### config.mk
export PLATFORM = sky130hd
export DESIGN_NAME = dout_word_packer
export DESIGN_NICKNAME = d
export VERILOG_FILES = /design/src/rtl/dout_packer_pkg.sv /design/src/rtl/dout_packer_obuf.sv /design/src/rtl/dout_word_packer.sv
export SDC_FILE = /design/constraint.sdc
export NUM_CORES = 1
export LEC_CHECK = 0
export CORE_MARGIN = 5
export CORE_UTILIZATION = 61
export CTS_BUF_LIST = sky130_fd_sc_hd__clkbuf_16
export CTS_CLUSTER_SIZE = 24
export DETAILED_ROUTE_END_ITERATION = 6
export PLACE_DENSITY = 0.86
export REMOVE_ABC_BUFFERS = 1
export SLEW_MARGIN = 20
export SYNTH_ARGS = -nofsm -noshare
export SYNTH_HDL_FRONTEND = slang
export SYNTH_HIERARCHICAL = 1
export SYNTH_SLANG_ARGS = --single-unit
### constraint.sdc
create_clock -name CLK -period 8.6 [get_ports CLK]
set_clock_uncertainty 0.2 [all_clocks]
set_input_delay 1.72 -clock CLK [delete_from_list [all_inputs] [get_ports CLK]]
set_output_delay 1.72 -clock CLK [all_outputs]
set_load 0.05 [all_outputs]
### src/rtl/dout_packer_pkg.sv
// Shared types and constants for the dout byte-to-word packer.
package dout_packer_pkg;

  localparam int WORD_BYTES  = 4;
  localparam int MAX_PKT_LEN = 256;
  localparam int LANE_W      = $clog2(WORD_BYTES);

  typedef enum logic {
    IDLE    = 1'b0,
    COLLECT = 1'b1
  } state_t;

  typedef struct packed {
    logic [31:0] data;
    logic [3:0]  keep;
    logic        last;
  } obuf_entry_t;

  // Lanes 0..lane valid, in first-byte-is-lane-0 order.
  function automatic logic [3:0] keep_upto(input logic [LANE_W-1:0] lane);
    logic [3:0] k;
    case (lane)
      2'd0:    k = 4'b0001;
      2'd1:    k = 4'b0011;
      2'd2:    k = 4'b0111;
      default: k = 4'b1111;
    endcase
    return k;
  endfunction

endpackage

### src/rtl/dout_packer_obuf.sv
// Small synchronous FIFO of packed words with registered full/empty flags.
module dout_packer_obuf
  import dout_packer_pkg::*;
#(
  parameter int OBUF_DEPTH = 2
) (
  input  logic        clk,
  input  logic        rst_n,
  input  logic        push,
  input  obuf_entry_t push_entry,
  input  logic        pop,
  output obuf_entry_t head,
  output logic        full,
  output logic        empty
);

  localparam int PW = $clog2(OBUF_DEPTH);

  obuf_entry_t   mem_q [OBUF_DEPTH];
  obuf_entry_t   mem_d [OBUF_DEPTH];
  logic [PW-1:0] wr_ptr_q, wr_ptr_d;
  logic [PW-1:0] rd_ptr_q, rd_ptr_d;
  logic [PW:0]   count_q, count_d;
  logic          full_q, full_d;
  logic          empty_q, empty_d;
  logic          do_push, do_pop;

  always_comb begin
    do_push  = push & ~full_q;
    do_pop   = pop & ~empty_q;
    mem_d    = mem_q;
    wr_ptr_d = wr_ptr_q;
    rd_ptr_d = rd_ptr_q;
    count_d  = count_q;
    if (do_push) begin
      mem_d[wr_ptr_q] = push_entry;
      wr_ptr_d        = wr_ptr_q + PW'(1);
    end
    if (do_pop) rd_ptr_d = rd_ptr_q + PW'(1);
    case ({do_push, do_pop})
      2'b10:   count_d = count_q + (PW+1)'(1);
      2'b01:   count_d = count_q - (PW+1)'(1);
      default: count_d = count_q;
    endcase
    full_d  = (count_d == (PW+1)'(OBUF_DEPTH));
    empty_d = (count_d == '0);
  end

  always_ff @(posedge clk or negedge rst_n) begin
    if (!rst_n) begin
      for (int i = 0; i < OBUF_DEPTH; i++) mem_q[i] <= '0;
      wr_ptr_q <= '0;
      rd_ptr_q <= '0;
      count_q  <= '0;
      full_q   <= 1'b0;
      empty_q  <= 1'b1;
    end else begin
      mem_q    <= mem_d;
      wr_ptr_q <= wr_ptr_d;
      rd_ptr_q <= rd_ptr_d;
      count_q  <= count_d;
      full_q   <= full_d;
      empty_q  <= empty_d;
    end
  end

  // Head is read straight from storage flops; stale when empty.
  assign head  = mem_q[rd_ptr_q];
  assign full  = full_q;
  assign empty = empty_q;

endmodule

### src/rtl/dout_word_packer.sv
// Packs a length-framed byte stream into 32-bit words with keep/last marking.
// Build option DOUT_PACKER_BIG_ENDIAN_EN places the first byte in bits [31:24].
module dout_word_packer
  import dout_packer_pkg::*;
#(
  parameter int OBUF_DEPTH = 2
) (
  input  logic        CLK,
  input  logic        RST_N,
  input  logic [7:0]  len_value,
  input  logic        len_en,
  output logic        len_rdy,
  input  logic [7:0]  src_value,
  input  logic        src_rdy,
  output logic        src_en,
  output logic [31:0] word_value,
  output logic [3:0]  word_keep,
  output logic        word_last,
  output logic        word_rdy,
  input  logic        word_en,
  output logic [15:0] pkt_count,
  output state_t      dbg_state
);

  // Every method is enable/ready: an enable fires only in a cycle where the
  // matching ready is high; enables seen while ready is low have no effect.

  state_t              state_q, state_d;
  logic [8:0]          remaining_q, remaining_d;
  logic [LANE_W-1:0]   lane_q, lane_d;
  logic [31:0]         hold_q, hold_d;
  logic [15:0]         pkt_count_q, pkt_count_d;
  logic [31:0]         word_le;
  logic [3:0]          keep_le;
  logic                last_byte;
  logic                push;
  obuf_entry_t         push_entry;
  obuf_entry_t         head;
  logic                obuf_full, obuf_empty;

  always_comb begin
    state_d     = state_q;
    remaining_d = remaining_q;
    lane_d      = lane_q;
    hold_d      = hold_q;
    pkt_count_d = pkt_count_q;
    len_rdy     = (state_q == IDLE);
    src_en      = 1'b0;
    push        = 1'b0;
    push_entry  = '0;
    last_byte   = (remaining_q == 9'd1);
    keep_le     = keep_upto(lane_q);
    word_le     = hold_q;
    word_le[{lane_q, 3'b000} +: 8] = src_value;

    case (state_q)
      IDLE: begin
        if (len_en) begin
          remaining_d = (len_value == 8'd0) ? 9'(MAX_PKT_LEN) : {1'b0, len_value};
          lane_d      = '0;
          state_d     = COLLECT;
        end
      end
      COLLECT: begin
        src_en = src_rdy & ~obuf_full;
        if (src_en) begin
          lane_d      = lane_q + LANE_W'(1);
          remaining_d = remaining_q - 9'd1;
          if (lane_q == LANE_W'(WORD_BYTES - 1) || last_byte) begin
            push   = 1'b1;
            hold_d = '0;
`ifdef DOUT_PACKER_BIG_ENDIAN_EN
            push_entry.data = {word_le[7:0], word_le[15:8], word_le[23:16], word_le[31:24]};
            push_entry.keep = {keep_le[0], keep_le[1], keep_le[2], keep_le[3]};
`else
            push_entry.data = word_le;
            push_entry.keep = keep_le;
`endif
            push_entry.last = last_byte;
          end else begin
            hold_d = word_le;
          end
          if (last_byte) begin
            pkt_count_d = pkt_count_q + 16'd1;
            state_d     = IDLE;
          end
        end
      end
      default: state_d = IDLE;
    endcase
  end

  always_ff @(posedge CLK or negedge RST_N) begin
    if (!RST_N) begin
      state_q     <= IDLE;
      remaining_q <= '0;
      lane_q      <= '0;
      hold_q      <= '0;
      pkt_count_q <= '0;
    end else begin
      state_q     <= state_d;
      remaining_q <= remaining_d;
      lane_q      <= lane_d;
      hold_q      <= hold_d;
      pkt_count_q <= pkt_count_d;
    end
  end

  dout_packer_obuf #(
    .OBUF_DEPTH (OBUF_DEPTH)
  ) u_obuf (
    .clk        (CLK),
    .rst_n      (RST_N),
    .push       (push),
    .push_entry (push_entry),
    .pop        (word_en),
    .head       (head),
    .full       (obuf_full),
    .empty      (obuf_empty)
  );

  assign word_value = head.data;
  assign word_keep  = head.keep;
  assign word_last  = head.last;
  assign word_rdy   = ~obuf_empty;
  assign pkt_count  = pkt_count_q;
  assign dbg_state  = state_q;

endmodule

==> impl_metrics.tcl, run 1 <==
set metrics [dict create \
    vias_per_cell 5.92 \
    rsz0062_at_grt "false" \
    drc 0 \
    worstSetupPathType "input port to output port" \
    synth_flop_cell "dfrtp_1" \
    antennaDiodeCount 0 \
    layout-drive-gt1-share 0.247 \
    netlist_instances 556 \
    seq_area_frac_synth 0.509 \
    hold_viol 0 \
    finalNonFillerCells 783 \
    wl_per_cell_um 19.4 \
    crit_buf_inv 3 \
    wirelength_mm 15.2 \
    cp.arrival_ps 3920 \
    synth_cell_types 56 \
    yosysMostFrequentCell "dfrtp_1" \
    synth_commonest_cells "139 x dfrtp_1, 81 x mux2_2, 45 x nor2_1" \
    end_kind "output port" \
    syn_to_final_growth_pct 20.2 \
    finalCriticalPeriod_ps 5840 \
    max_stage_delay_ps 930 \
    netlist_area_sq_mm 0.00689 \
    grt_max_degree 89 \
    drt_iter0_markers 313 \
    io_pins 78 \
    drv_slew 0 \
    finalPower_mw 2.17 \
    final_util 0.758 \
    grt_remaining_overflow 0 \
    fin_ws_ps 2760 \
    row_count 38 \
    routed-via-count 4635 \
    die_w_um 116 \
    cts-buffers-inserted 17 \
    clock-root-buffer "clkbuf_16" \
    synth.area.top_cells "dfrtp_1 50%, mux2_2 13%, mux2_4 6.5%, a22o_1 3.1%, nor2_1 2.5%" \
    critical_path.max_fanout 21 \
    coreArea_sq_mm 0.0109 \
    crit_chain "clkdlybuf4s50_1 > nand3b_1 > inv_1 > clkdlybuf4s50_1" \
    die_y_um 116 \
    dp_slack_ps 2720 \
    synth_top_area_cell "dfrtp_1" \
    cp_top_family "buffers and inverters" \
    synth_area_per_cell_sq_um 12.4 \
    start_util 0.630 \
    tightest_slew_ps 1060 \
    clock_sinks 140 \
    yosys_warnings 6 \
    fp.dieArea_sq_mm 0.0135 \
    post-cts-setup-buffer-count 0 \
    antenna_found_initial 0 \
    peakVddDrop_mv 0.150 \
    antenna_left 0 \
    worstPathRequired_ps 6680 \
    path_clk_slew_ps 60 \
    dp_hpwl_mm 9.86 \
    worstSetupStartpointType "input port" \
    synth_edf_count 0 \
    synthArstFlopShare 1.00 \
    setup_viol 0 \
    p_leak_nw 3.92 \
    layout.nets 661 \
    dr.pass1.iters 4 \
    cts.repair.resized 0 \
    crit_top_cell "clkdlybuf4s50_1" \
    grt_pass1_vias 5114 \
    fin_crit_sh 0.679 \
    numPortBuffers 77 \
    gp_congestion 0.850 \
    cts_tree "done" \
    slew_headroom 0.289 \
    clk_latency_ps 420 \
    num-fill-cells 701 \
    maxCapViolations 0 \
    place_inst 750 \
    multi_input_area_sq_mm 0.00313 \
    status "finished clean" \
    power_density_mw_per_mm2 262 \
    htreeDepth 4 \
    synth-seq-cells 140 \
    regArea_sq_mm 0.00350 \
    grt_pass1_wl_mm 25.8 \
    slowest_stage "clkdlybuf4s50_1" \
    yosysTopAreaCellShare 0.505 \
    fmax_mhz 171 \
    worstHoldPathType "register to register" \
    holdBufCountCts 0 \
    setup_tns_ps 0 \
    clockBufferDepth 2 \
    groute.usage.overall 0.246 \
]
metal layers:
layer | GRT usage | wire length [um]
met5 | 0 | 0
met4 | 0.0611 | 201
met3 | 0.0845 | 970
met2 | 0.411 | 7670
met1 | 0.308 | 6330
worst paths after layout:
path                            slack [ps]               end        startpoint  depth (start not counted)
worst min-delay path                   290  u_obuf/mem_q[47]  u_obuf/mem_q[47]                          1
max in group asynchronous             5870  u_obuf/mem_q[19]             RST_N                          2
worst max register to register        4120   u_obuf/mem_q[6]         dbg_state                          7
worst min register to register         290  u_obuf/mem_q[47]  u_obuf/mem_q[47]                          1
worst max-delay path                  2760            src_en           src_rdy                          4
min in group asynchronous             1160  u_obuf/mem_q[25]             RST_N                          1
registers in the layout, indices dropped and copies added (netlist names), 2 cells and up:
name,count
remaining_q,9
u_obuf/mem_q,74
lane_q,2
hold_q,32
pkt_count,16
u_obuf/count_q,2
cell type report:
type | instances | share of cell area
clock buffers | 17 | 0.0514
flip-flops and latches | 140 | 0.423
multi-input cells | 377 | 0.378
well taps | 140 | 0.0211
clock inverters | 15 | 0.0216
repair buffers | 83 | 0.100
inverters | 11 | 0.00498
kinds of logic (layout without fill, tap and decap cells):
group | after synthesis | in the layout | synth area share
buffers and inverters | 39 | 126 | 0.0372
and+or+nand+nor | 152 | 152 | 0.123
muxes | 113 | 113 | 0.201
adders and majority gates | 10 | 10 | 0.0182
AOI/OAI and AO/OA | 81 | 81 | 0.0848
DFF | 140 | 140 | 0.509
xor gates and xnor gates | 21 | 21 | 0.0267
cells in the final DEF, fill, tap and decap left out, types with 5 or more instances in the layout:
| cell | count |
|---|---|
| xnor2_1 | 14 |
| mux2_2 | 81 |
| ha_1 | 10 |
| xor2_1 | 7 |
| buf_4 | 5 |
| clkdlybuf4s50_1 | 76 |
| nand3_1 | 10 |
| and3_1 | 10 |
| nor3_1 | 6 |
| nand4_1 | 12 |
| a21oi_1 | 28 |
| dfrtp_1 | 139 |
| a22o_1 | 24 |
| nor2b_1 | 26 |
| a22oi_1 | 8 |
| nor2_1 | 45 |
| and2_1 | 8 |
| inv_1 | 11 |
| nand2_1 | 12 |
| mux2_4 | 30 |
| clkbuf_16 | 17 |
where the power goes:
group	internal, mW	total, mW	switching [mW]	leakage [nW]
sequential	0.754	0.857	0.102	1.90
clock	0.478	0.752	0.274	0.292
combinational	0.243	0.563	0.319	1.72
metrics by stage:
stage / instance area, sq um / hold WS [ps]
final: 8280 / 286
after global routing: 8280 / 309
after CTS: 8260 / 290
after detailed placement: 7660 / 270
after global placement: 7660 / 264
after floorplan: 6680 / 254
Power figures use the tool's default switching activity.
==> run 2, diff against run 1 <==
--- a/config.mk
+++ b/config.mk
@@ -6,11 +6,11 @@
 export NUM_CORES = 1
 export LEC_CHECK = 0
 export CORE_MARGIN = 5
-export CORE_UTILIZATION = 61
+export CORE_UTILIZATION = 56
 export CTS_BUF_LIST = sky130_fd_sc_hd__clkbuf_16
 export CTS_CLUSTER_SIZE = 24
 export DETAILED_ROUTE_END_ITERATION = 6
-export PLACE_DENSITY = 0.86
+export PLACE_DENSITY = 0.8
 export REMOVE_ABC_BUFFERS = 1
 export SLEW_MARGIN = 20
 export SYNTH_ARGS = -nofsm -noshare
==> constraint.sdc (replaced) <==
create_clock -name CLK -period 5.6 [get_ports CLK]
set_clock_uncertainty 0.2 [all_clocks]
set_input_delay 1.12 -clock CLK [delete_from_list [all_inputs] [get_ports CLK]]
set_output_delay 1.12 -clock CLK [all_outputs]
set_load 0.05 [all_outputs]
==> impl_metrics.tcl, run 2 (synthesis results as in run 1) <==
set metrics [dict create \
    setup_tns_ps 0 \
    holdBufCountCts 0 \
    max_flop_register "u_obuf/mem_q" \
    p_leak_nw 3.92 \
    grt_max_degree 100 \
    path_clk_slew_ps 50 \
    setup_viol 0 \
    tightest_slew_ps 1030 \
    wirelength_mm 14.7 \
    dr.pass1.iters 4 \
    coreArea_sq_mm 0.0121 \
    fp.dieArea_sq_mm 0.0146 \
    wl_per_cell_um 18.1 \
    antenna_left 0 \
    final_common_cell "dfrtp_1" \
    groute.usage.overall 0.214 \
    io_pins 78 \
    antennaDiodeCount 0 \
    worstPathRequired_ps 4280 \
    worstSetupPathType "register to output port" \
    cp.arrival_ps 2940 \
    grt_pass1_vias 4985 \
    drt_iter0_markers 283 \
    gp_congestion 0.914 \
    rsz0062_at_grt "false" \
    place_inst 780 \
    max_stage_delay_ps 1010 \
    cts_tree "done" \
    cp_top_family "buffers and inverters" \
    syn_to_final_growth_pct 20.4 \
    antenna_found_initial 0 \
    drc 0 \
    worstHoldPathType "register to register" \
    row_count 40 \
    crit_chain "buf_4 > mux2_2 > clkdlybuf4s50_1" \
    fin_crit_sh 0.761 \
    htreeDepth 4 \
    clockBufferDepth 2 \
    die_y_um 121 \
    clk_latency_ps 420 \
    clock-root-buffer "clkbuf_16" \
    hold_ws_ps 276 \
    cts.repair.resized 0 \
    mostFrequentLayoutCells "139 x dfrtp_1, 81 x mux2_2, 76 x clkdlybuf4s50_1" \
    numPortBuffers 77 \
    status "finished clean" \
    peakVddDrop_mv 0.237 \
    largest_reg_flops 74 \
    finalCriticalPeriod_ps 4260 \
    num-fill-cells 908 \
    maxCapViolations 0 \
    post-cts-setup-buffer-count 0 \
    hold_viol 0 \
    dp_hpwl_mm 9.66 \
    routed-via-count 4675 \
    drv_slew 0 \
    fmax_mhz 235 \
    clock_sinks 140 \
    grt_remaining_overflow 0 \
    critical_path.max_fanout 22 \
    power_density_mw_per_mm2 393 \
    vias_per_cell 5.76 \
    grt_pass1_wl_mm 24.8 \
    die_w_um 121 \
    end_kind "output port" \
    finalNonFillerCells 811 \
    cts-buffers-inserted 17 \
    slew_headroom 0.316 \
    start_util 0.571 \
    layout-drive-gt1-share 0.243 \
    slowest_stage "dfrtp_1" \
    layout.nets 663 \
    worstSetupStartpointType "register" \
    crit_buf_inv 2 \
]
==> run 2: changes by cell type in the layout (fill, tap and decap cells not counted), sizes merged <==
cell / previous run / this run
inv: 11 / 14
bufinv: 4 / 3
clkinv: 9 / 5
buf: 7 / 9
==> run 2: final timing paths <==
check / from / end / slack (ps) / cells past startpoint
min in group asynchronous: RST_N / u_obuf/mem_q[61] / 590 / 1
hold / removal: pkt_count[15] / pkt_count[15] / 280 / 1
max in group asynchronous: RST_N / u_obuf/mem_q[7] / 3560 / 2
hold reg to reg: pkt_count[15] / pkt_count[15] / 280 / 1
setup reg to reg: dbg_state / u_obuf/mem_q[58] / 2580 / 9
setup / recovery: u_obuf/rd_ptr_q / word_value[9] / 1340 / 3
==> run 2: area by class of cell <==
| type | instances | area [sq um] | share of cell area |
|---|---|---|---|
| sequential | 140 | 3500 | 0.422 |
| clock inverter | 13 | 136 | 0.0164 |
| multi-input combinational | 377 | 3130 | 0.377 |
| timing repair buffer | 85 | 852 | 0.103 |
| tap | 168 | 210 | 0.0253 |
| inverter | 11 | 41.3 | 0.00498 |
| clock buffer | 17 | 425 | 0.0513 |
==> run 2: report_power, final <==
group	internal, mW	switching, mW
clock network	0.681	0.400
registers	1.16	0.165
logic	0.379	0.479
total	2.22	1.04
==> run 2: metrics by stage <==
stage | util | power (mW) | setup slack [ps] | instance area, sq um
4_1_cts | 0.686 | 3.28 | 1270 | 8270
3_5_place_dp | 0.639 | 2.19 | 1440 | 7710
5_1_grt | 0.688 | 3.42 | 1240 | 8300
2_1_floorplan | - | 1.92 | 492 | 6680
6_report | 0.688 | 3.26 | 1340 | 8300
3_3_place_gp | 0.639 | 2.15 | 1500 | 7710
==> run 2: metal layers <==
layer  track usage  wire length (um)
met5             0                 0
met4        0.0673               247
met3        0.0676               957
met2         0.346              7290
met1         0.276              6220
==> run 3, diff against run 2 <==
==> constraint.sdc (replaced) <==
create_clock -name CLK -period 4.16 [get_ports CLK]
set_clock_uncertainty 0.2 [all_clocks]
set_input_delay 0.832 -clock CLK [delete_from_list [all_inputs] [get_ports CLK]]
set_output_delay 0.832 -clock CLK [all_outputs]
set_load 0.05 [all_outputs]
==> impl_metrics.tcl, run 3 (synthesis results as in run 1) <==
set metrics [dict create \
    status "finished clean" \
    cts_tree "done" \
    drc 0 \
    fmax_mhz 305 \
    holdBufCountCts 0 \
    crit_top_cell "buf_4" \
    layout-drive-gt1-share 0.252 \
    coreArea_sq_mm 0.0121 \
    cts.repair.resized 0 \
    max_flop_register "u_obuf/mem_q" \
    num-fill-cells 878 \
    grt_max_degree 86 \
    antenna_found_initial 0 \
    fin_crit_sh 0.787 \
    antenna_left 0 \
    drt_iter0_markers 306 \
    row_count 40 \
    worstSetupPathType "input port to output port" \
    vias_per_cell 5.66 \
    max_stage_delay_ps 480 \
    slowest_stage "clkdlybuf4s50_1" \
    hold_viol 0 \
    grt_pass1_wl_mm 25.0 \
    die_w_um 121 \
    clock-root-buffer "clkbuf_16" \
    die_y_um 121 \
    p_leak_nw 3.93 \
    crit_chain "clkdlybuf4s50_1 > nand3b_1 > inv_1 > buf_4 > buf_4" \
    numPortBuffers 77 \
    finalCriticalPeriod_ps 3270 \
    cts-buffers-inserted 17 \
    clk_latency_ps 420 \
    htreeDepth 4 \
    maxCapViolations 0 \
    mostFrequentLayoutCells "139 x dfrtp_1, 81 x mux2_2, 75 x clkdlybuf4s50_1" \
    power_density_mw_per_mm2 534 \
    wl_per_cell_um 18.2 \
    clockBufferDepth 2 \
    gp_congestion 0.828 \
    critical_path.max_fanout 20 \
    routed-via-count 4611 \
    setup_viol 0 \
    layout.nets 665 \
    clock_sinks 140 \
    drv_slew 0 \
    syn_to_final_growth_pct 20.6 \
    path_clk_slew_ps 60 \
    wirelength_mm 14.9 \
    worstPathRequired_ps 3130 \
    groute.usage.overall 0.215 \
    worstHoldPathType "input port to async pin" \
    fp.dieArea_sq_mm 0.0146 \
    start_util 0.571 \
    worstSetupStartpointType "input port" \
    grt_pass1_vias 4926 \
    setup_tns_ps 0 \
    grt_remaining_overflow 0 \
    rsz0062_at_grt "false" \
    antennaDiodeCount 0 \
    end_kind "output port" \
    io_pins 78 \
    finalPower_mw 4.44 \
    dp_hpwl_mm 9.55 \
    cp.arrival_ps 2240 \
    post-cts-setup-buffer-count 0 \
    peakVddDrop_mv 0.331 \
    final_util 0.689 \
    slew_headroom 0.468 \
    dr.pass1.iters 5 \
    final_common_cell "dfrtp_1" \
    largest_reg_flops 74 \
    tightest_slew_ps 786 \
]
run 3: layer usage:
| metal | vias to the layer above | track usage | part of all wire |
|---|---|---|---|
| met5 | - | 0 | 0 |
| met4 | 0 | 0.0595 | 0.0098 |
| met3 | 14 | 0.0587 | 0.062 |
| met2 | 139 | 0.339 | 0.48 |
| met1 | 2303 | 0.293 | 0.45 |
| li1 | 2155 | - | - |
run 3: critical path: cells and delay by family:
| kind | cells | cell delay [ps] |
|---|---|---|
| buf+inv | 4 | 1150 |
| simple gates | 1 | 250 |
run 3: worst paths after layout:
kind | startpoint | end | slack [ps] | cells past startpoint
max in group asynchronous | RST_N | u_obuf/mem_q[8] | 2610 | 2
setup / recovery | src_rdy | src_en | 890 | 5
hold / removal | RST_N | u_obuf/mem_q[24] | 270 | 1
min in group CLK | pkt_count[15] | pkt_count[15] | 280 | 1
hold reg to reg | pkt_count[15] | pkt_count[15] | 280 | 1
setup reg to reg | lane_q[0] | u_obuf/mem_q[0] | 1240 | 8
run 3: layout make-up:
cell class	count	area [sq um]	share of cell area
inverters	11	41.3	0.00497
repair buffers	87	845	0.102
multi-input cells	377	3130	0.376
well taps	168	210	0.0253
clock buffers	17	425	0.0512
flip-flops and latches	140	3500	0.422
clock inverters	15	156	0.0188
run 3: power breakdown:
part	leakage [nW]	internal, mW	switching (mW)
registers	1.90	1.56	0.173
logic	1.74	0.509	0.693
clock network	0.288	0.930	0.571
run 3: metrics by stage:
| stage | instance area [sq um] | hold WS (ps) | std cells | setup WS (ps) |
|---|---|---|---|---|
| 6_report | 8310 | 272 | 815 | 887 |
| 5_1_grt | 8310 | 297 | 815 | 757 |
| 4_1_cts | 8310 | 280 | 815 | 897 |
| 3_5_place_dp | 7730 | 267 | 783 | 830 |
| 3_3_place_gp | 7730 | 263 | 783 | 934 |
| 2_1_floorplan | 6680 | 254 | 528 | -751 |
